==> config.mk <==
export PLATFORM = sky130hd
export DESIGN_NAME = csa_key_ctrl
export DESIGN_NICKNAME = d
export VERILOG_FILES = /design/src/rtl/csa_pkg.sv /design/src/rtl/key_schedule.sv /design/src/rtl/csa_key_ctrl.sv
export SDC_FILE = /design/constraint.sdc
export NUM_CORES = 1
export LEC_CHECK = 0
export BUFFER_PORTS_ARGS = -buffer_cell sky130_fd_sc_hd__buf_2
export CAP_MARGIN = 40
export CORE_ASPECT_RATIO = 2
export CORE_MARGIN = 8
export CORE_UTILIZATION = 30
export DETAILED_ROUTE_END_ITERATION = 10
export HOLD_SLACK_MARGIN = 0.03
export PLACE_DENSITY_LB_ADDON = 0.12
export SYNTH_ARGS = -nofsm -noshare
export SYNTH_HDL_FRONTEND = slang
export SYNTH_SLANG_ARGS = --single-unit
==> constraint.sdc <==
create_clock -name clk -period 1.8 [get_ports clk]
set_input_delay 0.18 -clock clk [delete_from_list [all_inputs] [get_ports clk]]
set_output_delay 0.18 -clock clk [all_outputs]
set_load 0.01 [all_outputs]
==> src/rtl/csa_pkg.sv <==
// Shared definitions for the CSA key controller: widths, FSM encoding and
// the bit permutation used between key schedule rounds.
package csa_pkg;

    localparam int CK_W   = 64;
    localparam int KK_W   = 448;
    localparam int ROUNDS = KK_W / CK_W;

    typedef enum logic [1:0] {
        ST_IDLE   = 2'd0,
        ST_WAIT   = 2'd1,
        ST_COMMIT = 2'd2
    } state_t;

    // Bit permutation applied between rounds: bit i moves to (17*i + 5) mod 64.
    // 17 is odd, so the mapping is a bijection on 0..63.
    function automatic logic [CK_W-1:0] key_perm(input logic [CK_W-1:0] k);
        logic [CK_W-1:0] p;
        p = '0;
        for (int i = 0; i < CK_W; i++) begin
            p[(i * 17 + 5) % CK_W] = k[i];
        end
        return p;
    endfunction

endpackage

==> src/rtl/key_schedule.sv <==
// Combinational key expansion: 64-bit control word to seven 64-bit round keys.
// Round 6 (bits [447:384]) is derived from the control word directly; each
// lower round applies one more key_perm. Every round key is XORed with its
// round index replicated into all eight bytes.
module key_schedule
    import csa_pkg::*;
(
    input  logic [CK_W-1:0] i_ck,
    output logic [KK_W-1:0] o_kk
);

    logic [CK_W-1:0] k;

    // Unrolled chain of permutations, highest round first.
    always_comb begin
        k    = i_ck;
        o_kk = '0;
        for (int r = ROUNDS - 1; r >= 0; r--) begin
            o_kk[r*CK_W +: CK_W] = k ^ {8{8'(r)}};
            k = key_perm(k);
        end
    end

endmodule

==> src/rtl/csa_key_ctrl.sv <==
// Sequencing controller around key_schedule. A control word accepted over
// valid/ready is held in ck_reg for SCHED_LAT cycles so the combinational
// schedule settles, then the full 448-bit result is committed in one edge to
// the even or odd bank. The bank chosen by i_sel_odd is registered onto o_kk.
//
// Handshake: a word transfers on a rising edge where i_ck_valid and o_ck_ready
// are both 1; o_ck_ready depends only on the FSM state and i_clear, never on
// i_ck_valid, and i_ck / i_ck_odd are sampled only on that edge.
// SCHED_LAT must lie in 1..15 (cnt is 4 bits wide).
module csa_key_ctrl
    import csa_pkg::*;
#(
    parameter int SCHED_LAT = 2
) (
    input  logic             clk,
    input  logic             rst_n,
    input  logic             i_ck_valid,
    output logic             o_ck_ready,
    input  logic [CK_W-1:0]  i_ck,
    input  logic             i_ck_odd,
    input  logic             i_clear,
    input  logic             i_sel_odd,
    output logic [KK_W-1:0]  o_kk,
    output logic             o_kk_valid,
    output logic             o_busy
);

    state_t          state;
    state_t          state_next;
    logic [3:0]      cnt;
    logic [CK_W-1:0] ck_reg;
    logic            par_reg;
    logic [KK_W-1:0] sched_kk;
    logic [KK_W-1:0] bank_even;
    logic [KK_W-1:0] bank_odd;
    logic [1:0]      bank_valid;
    logic [KK_W-1:0] kk_reg;
    logic            kk_valid_reg;
    logic            accept;
    logic            commit;

    key_schedule u_key_schedule (
        .i_ck (ck_reg),
        .o_kk (sched_kk)
    );

    // FSM state register.
    always_ff @(posedge clk or negedge rst_n) begin
        if (!rst_n) begin
            state <= ST_IDLE;
        end else begin
            state <= state_next;
        end
    end

    // Next-state logic; i_clear overrides everything and returns to IDLE.
    always_comb begin
        state_next = state;
        if (i_clear) begin
            state_next = ST_IDLE;
        end else begin
            case (state)
                ST_IDLE:   if (i_ck_valid) state_next = ST_WAIT;
                ST_WAIT:   if (cnt == 4'd0) state_next = ST_COMMIT;
                ST_COMMIT: state_next = ST_IDLE;
                default:   state_next = ST_IDLE;
            endcase
        end
    end

    // FSM outputs: ready/busy plus the accept and commit strobes.
    always_comb begin
        o_ck_ready = 1'b0;
        o_busy     = 1'b0;
        accept     = 1'b0;
        commit     = 1'b0;
        case (state)
            ST_IDLE: begin
                o_ck_ready = ~i_clear;
                accept     = i_ck_valid & ~i_clear;
            end
            ST_WAIT: begin
                o_busy = 1'b1;
            end
            ST_COMMIT: begin
                o_busy = 1'b1;
                commit = ~i_clear;
            end
            default: begin
                o_busy = 1'b0;
            end
        endcase
    end

    // Capture the control word on the handshake edge and run the settle counter.
    always_ff @(posedge clk or negedge rst_n) begin
        if (!rst_n) begin
            ck_reg  <= '0;
            par_reg <= 1'b0;
            cnt     <= 4'd0;
        end else if (accept) begin
            ck_reg  <= i_ck;
            par_reg <= i_ck_odd;
            cnt     <= 4'(SCHED_LAT - 1);
        end else if (state == ST_WAIT && cnt != 4'd0) begin
            cnt <= cnt - 4'd1;
        end
    end

    // Key banks: the whole 448-bit key lands on the single commit edge.
    always_ff @(posedge clk or negedge rst_n) begin
        if (!rst_n) begin
            bank_even <= '0;
            bank_odd  <= '0;
        end else if (commit) begin
            if (par_reg) begin
                bank_odd <= sched_kk;
            end else begin
                bank_even <= sched_kk;
            end
        end
    end

    // Bank valid bits; a clear wipes both but leaves the bank data alone.
    always_ff @(posedge clk or negedge rst_n) begin
        if (!rst_n) begin
            bank_valid <= 2'b00;
        end else if (i_clear) begin
            bank_valid <= 2'b00;
        end else if (commit) begin
            bank_valid[par_reg] <= 1'b1;
        end
    end

    // Registered output mux toward the descrambler core.
    always_ff @(posedge clk or negedge rst_n) begin
        if (!rst_n) begin
            kk_reg       <= '0;
            kk_valid_reg <= 1'b0;
        end else begin
            kk_reg       <= i_sel_odd ? bank_odd : bank_even;
            kk_valid_reg <= bank_valid[i_sel_odd];
        end
    end

    assign o_kk       = kk_reg;
    assign o_kk_valid = kk_valid_reg;

endmodule

==> qor.txt, run 1 <==
FF+latch count, synth - 410
worst skew pair latency - 0.55 ns
Via density - 4.22
# fillers - 5908
CTS sink cnt - 410
Rows - 126
Post-DP HPWL - 31400 µm
Clk pwr share - 0.247
antenna viol nets, final - 0
Synth area leader - dfrtp_1
core area - 0.0590 mm²
Longest Clk Path Bufs - 3
routed length per instance - 17.3 µm
Worst-Margin Slew - 0.426 ns
Slew Limit Fails - 0
CTS Buf Count - 41
pwr dens - 1690 mW/mm²
Max VDD drop - 0.902 mV
clock period minus worst slack - 1.72 ns
drt pass-1 iters - 4
DRT iter0 DRCs - 395
crit path max fanout - 48
clk root buf - clkbuf_16
max cap viols - 0
Buffers on Ports - 520
worst slack, placed - -0.0201 ns
Ys Warns - 0
die area - 0.0679 mm²
grt ovf - 0
Design Power - 35.9 mW
initial antenna violation count - 1
startpoint class of the critical path - flip-flop
Synth Cell Area - 0.0178 mm²
Hold WC Path Type - in -> async
status - completed
top-area cell type share of the netlist area - 0.576
Syn Area/Cell - 11.1 µm²
CTS tree - done
nets - 1954
# H-tree levels - 2
commonest cells after routing, fill and taps aside - buf_2 (518), nand2_1 (463), dfrtp_1 (410)
starting density of the core - 0.302
Comb pwr share - 0.314
RSZ-0062 raised after global routing - yes
global-route wire length before repair - 72400 µm
placed cell area - 0.0192 mm²
clk_skew - 0.0172 ns
fin util - 0.361
DR DRC count - 0
Netlist cell types - 32
Final WS setup - 0.0822 ns
design area - 0.0213 mm²
largest net degree at the start of global routing - 67
Static Leak - 11.5 nW
Placer Congestion - 0.711
I/O pins - 521
Chip Height - 361 µm
share of layout cells above drive strength 1 - 0.426
Max Clock Freq - 582 MHz
TNS Setup - 0 ns
syn nets - 1678
CP Data Required Time - 2.22 ns
Setup CP Type - reg -> reg
Gate Count Post-Synth - 1602
internal power - 23.5 mW
vias in the first global route - 12500
Psw - 12.4 mW
Tcrit/Tclk final - 0.954
via count - 11300
Flop pwr share - 0.439
commonest non-fill, non-tap cell in the layout - buf_2
Final Hold Violating Endpoints - 0
Area Overhead vs Synth - 19.5%
r2r worst-path depth - 6
Seq/Total Area, Yosys - 0.576
final setup fails - 0
Detailed Route WL - 46200 µm
Total GRT Usage - 0.133
Die X - 188 µm
Sw Share - 0.346
Clock transition at path regs - 0.06 ns
crit end category - flip-flop
top cells by area, synth - dfrtp_1 (58%), buf_4 (14%), mux2_2 (9.9%)
Max-slew headroom - 0.716
CP arrival - 2.13 ns
==> area by class of cell <==
cell class              count  area, µm²  area share
clock buffers              59       1240      0.0580
flip-flops and latches    410      10300       0.482
multi-input cells         779       4630       0.218
inverters                   8       30.0     0.00141
diodes                      1       2.50    0.000117
clock inverters            14        160     0.00752
well taps                 768        961      0.0451
repair buffers            638       4020       0.189
==> per-stage QoR <==
stage	hold slack, ns	cells
finish	0.138	2677
detailed placement	0.133	2532
global route	0.135	2676
floorplan	-0.116	1602
CTS	0.121	2673
global placement	0.126	2532
==> metal layers <==
metal / global-route usage / share of wire / vias up
li1: - / - / 5341
met2: 0.240 / 0.51 / 396
met5: 0 / 0.00028 / -
met4: 0.0438 / 0.024 / 2
met3: 0.0298 / 0.061 / 48
met1: 0.152 / 0.40 / 5507
==> final timing paths <==
kind,from,end,slack (ns)
worst max-delay path,state[0],bank_even[368],0.08
worst min-delay path,rst_n,o_kk[145],0.14
worst max register to register,state[0],bank_even[368],0.08
worst min register to register,bank_odd[439],bank_odd[439],0.47
max in group asynchronous,rst_n,bank_valid[1],0.95
min in group clk,i_sel_odd,o_kk[414],0.15
==> power by group through the flow <==
stage          clock, mW  sequential [mW]  combinational (mW)
6_report            8.86             15.7                11.3
5_1_grt             9.61             16.4                12.5
4_1_cts             9.27             15.9                11.6
3_5_place_dp           0             16.0                11.4
3_3_place_gp           0             15.9                11.4
2_1_floorplan          0             15.7                9.46
==> cells by family after synthesis <==
group | Yosys count | synth area share
AOI/OAI and AO/OA | 108 | 0.0347
adders and majority gates | 6 | 0.00421
buffers and inverters | 413 | 0.167
DFF | 410 | 0.576
muxes | 179 | 0.113
and+or+nand+nor | 486 | 0.106
==> critical path, stage by stage, from the launching register on <==
cell     delay [ns]
dfrtp_1        0.40
inv_2          0.11
ha_2           0.21
or3b_4         0.46
buf_12         0.20
nand2_1        0.09
o21ai_0        0.08
==> cells in the mapped netlist <==
| master | instances |
|---|---|
| a211o_1 | 1 |
| a211oi_1 | 1 |
| a21oi_1 | 9 |
| and2_1 | 1 |
| and3b_1 | 1 |
| buf_2 | 43 |
| buf_4 | 336 |
| buf_6 | 14 |
| clkbuf_1 | 12 |
| dfrtp_1 | 410 |
| ha_1 | 6 |
| inv_1 | 8 |
| mux2_1 | 20 |
| mux2_2 | 157 |
| mux2i_1 | 2 |
| nand2_1 | 463 |
| nand2b_1 | 2 |
| nand3_1 | 2 |
| nand3b_1 | 1 |
| nand3b_4 | 1 |
| nor2_1 | 8 |
| nor2b_1 | 2 |
| nor3b_1 | 2 |
| nor4b_1 | 1 |
| o211ai_1 | 1 |
| o21a_1 | 14 |
| o21ai_0 | 61 |
| o21ai_1 | 12 |
| o21ai_2 | 8 |
| o41ai_1 | 1 |
| or3b_1 | 1 |
| or3b_2 | 1 |
==> repair_timing <==
action / 4_1_cts / 5_1_grt
pin swaps: 0 / 1
endpoints found under the setup margin: 4 / 28
hold buffers: 68 / 0
setup buffers: 0 / 3
resized for setup: 7 / 2
endpoints found under the hold margin: 478 / 0
(Power assumes the default switching activity.)
==> run 2, diff against run 1 <==
- BUFFER_PORTS_ARGS: -buffer_cell sky130_fd_sc_hd__buf_2 -> -buffer_cell sky130_fd_sc_hd__buf_4
- CORE_UTILIZATION: 30 -> 45
==> qor.txt, run 2 (synthesis gave the netlist of run 1 again) <==
Detailed Route WL - 41800 µm
Max Clock Freq - 586 MHz
Sw Share - 0.331
antenna viol nets, final - 0
drt pass-1 iters - 4
routed length per instance - 17.3 µm
TNS Setup - 0 ns
Slew Limit Fails - 0
placed cell area - 0.0200 mm²
vias in the first global route - 12100
design area - 0.0220 mm²
worst skew pair latency - 0.53 ns
I/O pins - 521
grt ovf - 0
core area - 0.0393 mm²
Flop pwr share - 0.423
share of layout cells above drive strength 1 - 0.419
Buffers on Ports - 520
Setup CP Type - reg -> reg
# fillers - 3383
starting density of the core - 0.453
via count - 11200
largest net degree at the start of global routing - 80
initial antenna violation count - 1
Via density - 4.66
global-route wire length before repair - 66400 µm
Max VDD drop - 0.966 mV
CTS tree - done
setup bufs post-CTS - 0
Comb pwr share - 0.360
Psw - 12.4 mW
startpoint class of the critical path - flip-flop
Post-DP HPWL - 28200 µm
Static Leak - 11.5 nW
CTS sink cnt - 410
DRT iter0 DRCs - 421
nets - 1933
crit path max fanout - 42
Tcrit/Tclk final - 0.947
Hold WC Path Type - in -> async
Max-slew headroom - 0.719
max cap viols - 0
clk_skew - 0.00883 ns
Final Hold Violating Endpoints - 0
Longest Clk Path Bufs - 3
Rows - 103
CTS Buf Count - 38
pwr dens - 1710 mW/mm²
Chip Height - 297 µm
crit end category - flip-flop
DR DRC count - 0
final setup fails - 0
Total GRT Usage - 0.177
CP arrival - 2.11 ns
clk root buf - clkbuf_16
# H-tree levels - 2
RSZ-0062 raised after global routing - no
Area Overhead vs Synth - 23.2%
clock period minus worst slack - 1.71 ns
status - completed
Clock transition at path regs - 0.06 ns
Placer Congestion - 0.733
commonest cells after routing, fill and taps aside - buf_4 (528), nand2_1 (463), dfrtp_1 (410)
Die X - 157 µm
Clk pwr share - 0.217
die area - 0.0466 mm²
commonest non-fill, non-tap cell in the layout - buf_4
Worst-Margin Slew - 0.422 ns
internal power - 25.1 mW
Design Power - 37.5 mW
CP Data Required Time - 2.21 ns
run 2: cell types whose count changed in the layout (fill, tap and decap cells not counted), sizes merged:
cell	delta
buf	-18
bufinv	-2
clkbuf	-2
clkinv	+1
clkinvlp	-1
inv	-1
run 2: routing by layer:
layer	track usage	up-vias	wire [µm]
met5	0	-	0
li1	-	5297	-
met4	0.0430	0	685
met3	0.0418	44	2990
met1	0.204	5520	16400
met2	0.322	371	21700
run 2: power groups by stage:
stage                     Clock [mW]  Combinational, mW  Sequential (mW)
after floorplan                    0               9.46             15.7
after global routing            8.76               14.7             16.5
after detailed placement           0               13.6             16.1
after global placement             0               13.4             15.9
final                           8.14               13.5             15.9
after CTS                       8.40               13.8             16.0
run 2: final cells by class:
cell class	count	area (µm²)	share of cell area
Inverter	8	30.0	0.00137
Sequential cell	410	10300	0.467
Clock buffer	57	1190	0.0540
Tap cell	525	657	0.0299
Antenna cell	1	2.50	0.000114
Multi-Input combinational cell	779	4620	0.210
Timing Repair Buffer	620	5120	0.233
Clock inverter	11	88.8	0.00404
run 2: critical path: stages (launching register included):
cell,delay [ns]
dfrtp_1,0.41
inv_2,0.11
ha_2,0.20
or3b_4,0.47
buf_12,0.21
nand2_1,0.09
o21ai_0,0.08
run 2: timing repair:
item | 4_1_cts | 5_1_grt
endpoints found under the setup margin | 1 | 59
hold buffers | 68 | 0
hold endpoints to repair | 481 | 0
gates resized for setup | 2 | 4
run 2: worst paths after layout:
kind / startpoint / to / slack, ns / cells after the start
min in group clk: i_sel_odd / o_kk_valid / 0.14 / 3
min: rst_n / ck_reg[4] / 0.12 / 2
max reg2reg: state[0] / bank_even[442] / 0.09 / 6
max: state[0] / bank_even[442] / 0.09 / 6
max in group asynchronous: rst_n / o_kk[382] / 0.90 / 3
min reg2reg: bank_odd[334] / bank_odd[334] / 0.47 / 2
run 2: through the flow:
step | setup WS [ns] | hold slack (ns) | utilization | instances
global placement | 0.141 | 0.104 | 0.509 | 2274
CTS | 0.000797 | 0.128 | 0.559 | 2410
finish | 0.0946 | 0.122 | 0.559 | 2411
floorplan | 0.171 | -0.116 | - | 1602
detailed placement | 0.0900 | 0.104 | 0.509 | 2274
global route | 0.00770 | 0.149 | 0.559 | 2411
==> run 3, diff against run 2 <==
- ABC_AREA: default -> 1
- PLACE_DENSITY: default -> 0.68
- PLACE_DENSITY_LB_ADDON: 0.12 -> default
==> qor.txt, run 3 <==
DR DRC count - 0
final setup fails - 0
status - completed
antenna viol nets, final - 0
CP Data Required Time - 1.62 ns
Max VDD drop - 0.969 mV
# H-tree levels - 2
top-area cell type share of the netlist area - 0.582
Chip Height - 296 µm
crit end category - primary output
Post-synth top cells - nand2_1 (454), dfrtp_1 (410), buf_4 (343), o21ai_0 (184), inv_1 (148)
Seq/Total Area, Yosys - 0.582
drt pass-1 iters - 5
pwr dens - 1670 mW/mm²
Buffers on Ports - 520
# fillers - 3279
syn nets - 1858
setup bufs post-CTS - 0
clock period minus worst slack - 1.68 ns
Post-Layout Cell Count - 2584
routed length per instance - 16.8 µm
Bufs and invs on worst path - 3
die area - 0.0462 mm²
Rows - 102
startpoint class of the critical path - flip-flop
CTS sink cnt - 410
starting density of the core - 0.456
Primary FF master, synth - dfrtp_1
commonest cells after routing, fill and taps aside - buf_4 (538), nand2_1 (451), dfrtp_1 (410)
most used cell, CP - inv_1
Slew Limit Fails - 0
top cells by area, synth - dfrtp_1 (58%), buf_4 (15%), nand2_1 (9.7%)
Max-slew headroom - 0.605
share of layout cells above drive strength 1 - 0.311
Synth Cell Area - 0.0176 mm²
count leader, synth - nand2_1
crit path max fanout - 3
Syn Area/Cell - 9.90 µm²
multi-input logic area - 0.00388 mm²
Clock transition at path regs - 0.07 ns
clk_skew - 0.0175 ns
max cap viols - 0
core area - 0.0387 mm²
worst skew pair latency - 0.52 ns
Gate Count Post-Synth - 1782
sequential standard cell area - 0.0103 mm²
grt ovf - 0
Total GRT Usage - 0.182
Hold WC Path Type - in -> reg
design area - 0.0217 mm²
RSZ-0062 raised after global routing - yes
Area Overhead vs Synth - 23.0%
Final Hold Violating Endpoints - 0
clk root buf - clkbuf_16
vias in the first global route - 12900
Static Leak - 11.3 nW
CTS tree - done
FF+latch count, synth - 410
Die X - 156 µm
Via density - 4.70
CTS Buf Count - 37
Worst-Margin Slew - 0.592 ns
fin util - 0.561
Crit-path slowest cell - dfrtp_1
Netlist cell types - 21
nets - 2111
Post-DP HPWL - 30100 µm
global-route wire length before repair - 67600 µm
CP arrival - 1.50 ns
number of synthesized flops with an enable pin - 0
via count - 12100
Synth area leader - dfrtp_1
I/O pins - 521
family with the most delay on the worst path - flip-flops
initial antenna violation count - 2
Setup CP Type - reg -> out
placed cell area - 0.0197 mm²
placed cell count - 2446
commonest non-fill, non-tap cell in the layout - buf_4
Placer Congestion - 0.767
Tcrit/Tclk final - 0.936
worst stage delay on the critical path - 0.40 ns
DRT iter0 DRCs - 617
Detailed Route WL - 43400 µm
largest net degree at the start of global routing - 84
Longest Clk Path Bufs - 3
post-synthesis async set-or-reset flop share - 1.00
Ys Warns - 0
Max Clock Freq - 594 MHz
crit-path cells - inv_1, ha_1, inv_1, nor2_2, buf_4
-- run 3: cell types whose count changed in the layout (fill, tap and decap cells not counted), sizes merged, moves of 9 or more --
cell	previous run	this run
a21oi	9	0
o21a	14	93
mux2	177	16
o21ai	81	224
inv	8	151
nand2	463	454
-- run 3: metal layers --
layer	wire length, µm	global-route usage	up-vias
li1	-	-	5733
met3	2880	0.0374	65
met2	23200	0.327	416
met5	0	0	-
met4	1340	0.0721	0
met1	15900	0.207	5934
-- run 3: final cells by class --
| type | instances | area share |
|---|---|---|
| Tap cell | 520 | 0.0300 |
| Antenna cell | 2 | 0.000231 |
| Sequential cell | 410 | 0.473 |
| Clock inverter | 14 | 0.00623 |
| Timing Repair Buffer | 625 | 0.235 |
| Multi-Input combinational cell | 810 | 0.179 |
| Inverter | 151 | 0.0265 |
| Clock buffer | 52 | 0.0500 |
-- run 3: logic make-up (layout without fill, tap and decap cells) --
kind of cell | after synthesis | in the layout | synth area share
adders and majority gates | 6 | 6 | 0.00426
and+or+nand+nor | 470 | 470 | 0.101
xor gates and xnor gates | 1 | 1 | 0.000497
other | 0 | 2 | 0
muxes | 16 | 16 | 0.0102
AOI/OAI and AO/OA | 317 | 317 | 0.103
buffers and inverters | 562 | 842 | 0.199
DFF | 410 | 410 | 0.582
-- run 3: tightest hold or removal path: cells and delay by family --
family | cells | cell delay, ns
simple gates | 1 | 0.10
buf+inv | 1 | 0.24
compound gates | 1 | 0.07
-- run 3: worst paths after layout --
check / start / endpoint / slack [ns] / cells after the start
setup / recovery: state[1] / o_ck_ready / 0.12 / 5
hold / removal: i_sel_odd / o_kk[169] / 0.12 / 3
setup reg to reg: state[0] / bank_even[394] / 0.14 / 9
hold reg to reg: bank_odd[404] / bank_odd[404] / 0.48 / 2
max in group asynchronous: rst_n / o_kk[400] / 0.79 / 3
min in group asynchronous: rst_n / bank_even[443] / 0.21 / 2
-- run 3: power breakdown --
group,switching [mW],internal (mW)
Clock,3.35,4.52
Combinational,6.28,6.71
Sequential,2.49,12.9
-- run 3: timing repair --
action                                 4_1_cts  5_1_grt
gates resized for setup                      0        7
setup endpoints to repair                    0       63
hold buffers                                68        0
endpoints found under the hold margin      116        0
-- run 3: through the flow --
step                      setup TNS, ns  worst slack (ns)  power, mW  hold slack [ns]
after global routing           -0.00814          -0.00564       38.6            0.153
after floorplan                       0             0.328       24.2           -0.116
after detailed placement              0            0.0646       28.6            0.181
final                                 0             0.116       36.3            0.123
after global placement                0             0.122       28.1            0.180
after CTS                             0            0.0406       36.7           0.0897
